[config.mk]
export PLATFORM = sky130hd
export DESIGN_NAME = fsm1011_seq_ctrl
export DESIGN_NICKNAME = d
export VERILOG_FILES = /design/src/rtl/fsm1011_seq_ctrl.sv
export SDC_FILE = /design/constraint.sdc
export NUM_CORES = 1
export LEC_CHECK = 0
export BUFFER_PORTS_ARGS = -buffer_cell sky130_fd_sc_hd__buf_2
export CAP_MARGIN = 20
export CORE_MARGIN = 2
export CORE_UTILIZATION = 42
export DETAILED_ROUTE_END_ITERATION = 10
export PLACE_DENSITY = 0.74
export SETUP_SLACK_MARGIN = 0.1
export SYNTH_ARGS = -nofsm -noshare
export SYNTH_HDL_FRONTEND = slang
export SYNTH_SLANG_ARGS = --single-unit
export TNS_END_PERCENT = 50
[constraint.sdc]
create_clock -name clk -period 1.9 [get_ports clk]
set_input_delay 0.57 -clock clk [delete_from_list [all_inputs] [get_ports clk]]
set_output_delay 0.57 -clock clk [all_outputs]
set_load 0.01 [all_outputs]
[src/rtl/fsm1011_seq_ctrl.sv]
// fsm1011_seq_ctrl: accepts an 8-bit word and scans it MSB-first through a
// Mealy "1011" detector, one bit per clock. It counts the matches and
// presents the count with a valid/ready handshake.
module fsm1011_seq_ctrl (
  input  logic       clk,
  input  logic       rst,
  input  logic       in_valid,
  output logic       in_ready,
  input  logic [7:0] in_data,
  input  logic       cfg_overlap,
  input  logic       cfg_carry,
  output logic       out_valid,
  input  logic       out_ready,
  output logic [3:0] out_count,
  output logic       out_hit,
  output logic       ser_x,
  output logic       ser_y
);

  typedef enum logic [1:0] {IDLE, SHIFT, DONE} ctrl_e;
  typedef enum logic [1:0] {S0, S1, S10, S101} det_e;

  ctrl_e      state, state_nx;
  det_e       det, det_nx;
  logic [7:0] data_q;
  logic       ovl_q;
  logic [2:0] idx;
  logic [3:0] cnt;
  logic       accept;

  // Controller state register.
  always_ff @(posedge clk or negedge rst) begin
    if (!rst) state <= IDLE;
    else      state <= state_nx;
  end

  // Controller next state and handshake decode.
  always_comb begin
    state_nx = state;
    accept   = 1'b0;
    case (state)
      IDLE:  if (in_valid) begin
               accept   = 1'b1;
               state_nx = SHIFT;
             end
      SHIFT: if (idx == 3'd0) state_nx = DONE;
      DONE:  if (out_ready) state_nx = IDLE;
      default: state_nx = IDLE;
    endcase
  end

  // Output decode. in_ready is gated by reset because the reset state is
  // IDLE, but the block must not advertise readiness while reset is held.
  always_comb begin
    in_ready  = (state == IDLE) && rst;
    out_valid = (state == DONE);
    out_count = cnt;
    out_hit   = (cnt != 4'd0);
  end

  // Detector state register.
  always_ff @(posedge clk or negedge rst) begin
    if (!rst) det <= S0;
    else      det <= det_nx;
  end

  // Mealy "1011" detector. It advances only while shifting. On accept it is
  // cleared unless the new word asks to carry the state over.
  always_comb begin
    det_nx = det;
    ser_y  = 1'b0;
    ser_x  = (state == SHIFT) ? data_q[idx] : 1'b0;
    if (accept && !cfg_carry) begin
      det_nx = S0;
    end else if (state == SHIFT) begin
      case (det)
        S0:   det_nx = ser_x ? S1 : S0;
        S1:   det_nx = ser_x ? S1 : S10;
        S10:  det_nx = ser_x ? S101 : S0;
        S101: begin
          if (ser_x) begin
            ser_y  = 1'b1;
            det_nx = ovl_q ? S1 : S0;
          end else begin
            det_nx = S10;
          end
        end
        default: det_nx = S0;
      endcase
    end
  end

  // Word capture, bit index and match counter.
  always_ff @(posedge clk or negedge rst) begin
    if (!rst) begin
      data_q <= 8'd0;
      ovl_q  <= 1'b0;
      idx    <= 3'd7;
      cnt    <= 4'd0;
    end else if (accept) begin
      data_q <= in_data;
      ovl_q  <= cfg_overlap;
      idx    <= 3'd7;
      cnt    <= 4'd0;
    end else if (state == SHIFT) begin
      idx <= idx - 3'd1;
      // An 8-bit word holds at most three matches, so this guard never
      // limits the count. It keeps the counter from wrapping regardless.
      if (ser_y && cnt != 4'hF) cnt <= cnt + 4'd1;
    end
  end

endmodule

==> implementation parameters <==
Parameter                              Value

Finish
  Net count of the finished layout ... 169
  Final antenna diode count ... 0
  Share of cells above drive strength 1 ... 35.3%
  Layout-stage area growth over the synthesis result ... 31.5%
  Final Cell Area ... 1340 µm²
  Count of fill cells added during filler insertion ... 221

Setup path
  Crit end category ... output pin
  Startpoint of the most critical setup path ... idx[0]
  Delay of the slowest critical-path stage ... 0.57 ns
  Setup slack of the most critical reg-to-reg path ... -0.13 ns
  Class of the most critical setup path ... flop to output pin
  CP max FO ... 3
  Launching point of the worst reg2reg path ... idx[0]
  Critical path data required time ... 1.33 ns
  WP data arrival ... 1.65 ns
  Slowest cell on the critical path ... sky130_fd_sc_hd__dfstp_2
  Cells traversed along the worst timing path ... buf_4 -> mux2i_1 -> nand3_1 -> nand4_2 -> inv_1 -> buf_2
  Critical path launch point type ... flop

Logic synthesis
  Library cell with the largest summed area after synthesis ... sky130_fd_sc_hd__dfrtp_1
  Sequential share of the synthesized area ... 49.6%
  Yosys synthesis warning count ... 0
  Mapped Area ... 1020 µm²
  Syn Nets ... 131
  Top post-synthesis cells by area ... sky130_fd_sc_hd__dfrtp_1 (42%), sky130_fd_sc_hd__nand2_1 (13%), sky130_fd_sc_hd__dfstp_2 (7.8%), sky130_fd_sc_hd__ha_1 (4.9%), sky130_fd_sc_hd__mux2i_1 (4.9%)
  Average footprint of a synthesized cell ... 8.99 µm²
  Number of synthesized register bits ... 20
  Cell variety after synth ... 30
  Portion of synthesized cell area occupied by the leading cell type ... 41.9%
  Number of instances in the synthesized netlist ... 113

Power and ir drop
  P_leak ... 0.721 nW
  Areal power density over the cells ... 1660 nW/µm²
  IR Drop Worst-Case VDD ... 0.969 mV

STA
  RSZ-0062 raised after global routing ... true
  Final setup violation count ... 6
  Final number of max-transition violations ... 0
  Fmax ... 451 MHz
  Final Hold Violating Endpoints ... 0
  Post-route clock period utilization ... 117%
  Final Worst Setup Slack ... -0.319 ns
  Total Negative Setup Slacks ... -0.944 ns
  Fin Clk Skew ... 0.00367 ns
  Least-Margin Pin Slew ... 0.397 ns
  Final critical-path required period ... 2.22 ns
  Worst slew margin relative to its limit ... 73.5%

Placement
  HPWL reported at the end of detailed placement ... 1620 µm
  Number of I/O port buffers ... 22
  GPL Wtd Cong ... 0.784
  Placed standard-cell area ... 1230 µm²

Global route
  Antenna violations before repair ... 0
  Tot GR Track Use ... 18.8%
  Remaining Overflow, GRT ... 0
  Number of global-route vias before repair ... 849
  Wire length of the first global-routing pass ... 3780 µm
  Pin count of the biggest net entering global routing ... 21

Route
  Number of violations reported at the end of detailed-routing iteration 0 ... 15
  Post-detailed-route wirelength per cell ... 12.8 µm
  DRC errors left ... 0
  Post-detailed-route via-to-cell ratio ... 5.16
  Vias ... 918
  Drt total wl ... 2270 µm
  Remaining number of nets flagged by the antenna check after routing ... 0
  DRT Pass-1 Iters ... 4

Floorplanning
  Starting Density ... 45.1%
  Core area ... 2250 µm²
  Die height ... 53.2 µm
  Boundary Pins ... 23
  Die width ... 53.2 µm
  Standard-cell row count ... 17
  Total Die Area ... 2830 µm²

Clock tree
  Clock transition at the registers of the reported paths ... 0.12 ns
  CTS Buffer Depth ... 2
  TritonCTS Buffers ... 3
  # clock sinks ... 20
  CTS HTree Levels ... 1
  Clock tree from TritonCTS ... done
  Worst skew pair latency ... 0.30 ns
  CTS Root Buffer Type ... sky130_fd_sc_hd__clkbuf_4
  Hold-fix buffer count after cts ... 0

Run
  Count of maximum capacitance violations ... 0

Run status
  Failing checks ... setup timing
  Result of the run ... finished, violations left

Worst hold path
  Min-delay worst type ... input pin to async pin
==> sequential cells by signal (all words and copies together) (netlist names) <==
register and cells:
data_q 8, out_count 4, idx 3, det 2, state 2, ovl_q 1
==> cell usage after synthesis <==
library cell	count
sky130_fd_sc_hd__o22ai_1	2
sky130_fd_sc_hd__a21oi_1	2
sky130_fd_sc_hd__and2_1	2
sky130_fd_sc_hd__ha_1	4
sky130_fd_sc_hd__nand2b_1	1
sky130_fd_sc_hd__nor2_1	8
sky130_fd_sc_hd__o211ai_1	1
sky130_fd_sc_hd__nand2_1	36
sky130_fd_sc_hd__nor2b_1	2
sky130_fd_sc_hd__dfstp_2	3
sky130_fd_sc_hd__and3_1	1
sky130_fd_sc_hd__or4_1	1
sky130_fd_sc_hd__dfrtp_1	17
sky130_fd_sc_hd__o2bb2ai_1	1
sky130_fd_sc_hd__inv_1	8
sky130_fd_sc_hd__mux2i_1	5
sky130_fd_sc_hd__a31o_2	1
sky130_fd_sc_hd__mux2_2	1
sky130_fd_sc_hd__clkbuf_1	2
sky130_fd_sc_hd__o311ai_0	1
sky130_fd_sc_hd__o41ai_1	1
sky130_fd_sc_hd__o31ai_1	1
sky130_fd_sc_hd__nand3_1	4
sky130_fd_sc_hd__nand4_2	1
sky130_fd_sc_hd__a21o_1	1
sky130_fd_sc_hd__o21ai_0	2
sky130_fd_sc_hd__nor3_1	1
sky130_fd_sc_hd__a31oi_1	1
sky130_fd_sc_hd__and3_2	1
sky130_fd_sc_hd__buf_6	1
==> metal layers <==
metal | part of all wire (%) | track usage [%] | wire length (µm)
met5 | 0 | 0 | 0
met4 | 2.4 | 9.83 | 55
met3 | 2.9 | 2.26 | 66
met2 | 50 | 31.3 | 1140
met1 | 44 | 23.9 | 1010
==> worst paths after layout <==
path / to / depth (start not counted)
worst max-delay path: ser_x / 6
worst min-delay path: out_count[1] / 2
worst max register to register: out_count[3] / 8
worst min register to register: data_q[0] / 2
max in group asynchronous: idx[2] / 2
min in group clk: data_q[2] / 3
==> critical path, delay by kind of cell, from the launching register on <==
family,cells,cell delay (ns)
mux,1,0.19
buf+inv,3,0.31
flops,1,0.57
simple gates,2,0.28
==> placed cells by master (no fill, tap or decap) <==
cell type / instances
sky130_fd_sc_hd__a21o_1: 1
sky130_fd_sc_hd__nand3_1: 4
sky130_fd_sc_hd__nor3_4: 1
sky130_fd_sc_hd__a31oi_1: 1
sky130_fd_sc_hd__a21oi_2: 1
sky130_fd_sc_hd__buf_2: 22
sky130_fd_sc_hd__dfrtp_2: 2
sky130_fd_sc_hd__ha_1: 4
sky130_fd_sc_hd__mux2i_1: 5
sky130_fd_sc_hd__o41ai_1: 1
sky130_fd_sc_hd__nor2_1: 6
sky130_fd_sc_hd__buf_6: 1
sky130_fd_sc_hd__o21ai_0: 2
sky130_fd_sc_hd__or4_1: 1
sky130_fd_sc_hd__mux2_2: 1
sky130_fd_sc_hd__buf_4: 13
sky130_fd_sc_hd__and3_2: 1
sky130_fd_sc_hd__o211ai_1: 1
sky130_fd_sc_hd__o311ai_1: 1
sky130_fd_sc_hd__bufinv_16: 1
sky130_fd_sc_hd__dfrtp_1: 15
sky130_fd_sc_hd__and3_1: 1
sky130_fd_sc_hd__clkbuf_4: 3
sky130_fd_sc_hd__nor2_4: 2
sky130_fd_sc_hd__o22ai_1: 2
sky130_fd_sc_hd__nand2b_1: 1
sky130_fd_sc_hd__nand4_2: 1
sky130_fd_sc_hd__a21oi_1: 1
sky130_fd_sc_hd__a31o_2: 1
sky130_fd_sc_hd__dfstp_2: 3
sky130_fd_sc_hd__nor2b_1: 2
sky130_fd_sc_hd__and2_1: 2
sky130_fd_sc_hd__o2bb2ai_1: 1
sky130_fd_sc_hd__o31ai_1: 1
sky130_fd_sc_hd__inv_1: 8
sky130_fd_sc_hd__nand2_1: 36
==> cell type report <==
type / instances / area, µm² / area share (%)
clock buffer: 3 / 22.5 / 1.69
clock inverter: 1 / 30.0 / 2.25
inverter: 8 / 30.0 / 2.25
multi-input combinational: 82 / 493 / 36.9
sequential: 20 / 507 / 37.9
tap: 28 / 35.0 / 2.62
timing repair buffer: 36 / 219 / 16.4
==> metrics by stage <==
| stage | setup WS (ns) | total power [W] | cells | utilization [%] | hold slack [ns] |
|---|---|---|---|---|---|
| after floorplan | 0.0615 | 0.00136 | 113 | - | 0.274 |
| after detailed placement | -0.0255 | 0.00172 | 170 | 54.5 | 0.466 |
| after CTS | -0.292 | 0.00216 | 177 | 58.0 | 0.219 |
| after global placement | 0.0231 | 0.00168 | 170 | 54.5 | 0.462 |
| final | -0.319 | 0.00222 | 178 | 59.3 | 0.209 |
| after global routing | -0.401 | 0.00239 | 178 | 59.3 | 0.219 |
==> where the power goes <==
| group | total, W | switching [W] | internal (W) |
|---|---|---|---|
| sequential | 0.000763 | 0.000135 | 0.000628 |
| combinational | 0.00111 | 0.000571 | 0.000535 |
| clock | 0.000352 | 0.000138 | 0.000213 |
==> logic make-up after synthesis <==
logic type | Yosys count | share of synthesized area [%]
muxes | 6 | 6.03
buffers and inverters | 11 | 4.80
adders and majority gates | 4 | 4.93
DFF | 20 | 49.6
AOI/OAI and AO/OA | 14 | 9.48
and+or+nand+nor | 58 | 25.1
==> what timing repair did <==
action | in CTS | in global routing
setup buffers | 3 | 1
gates resized for setup | 3 | 6
endpoints found under the hold margin | 0 | 0
pin swaps | 2 | 2
setup endpoints to repair | 7 | 9
(Power assumes the default switching activity.)
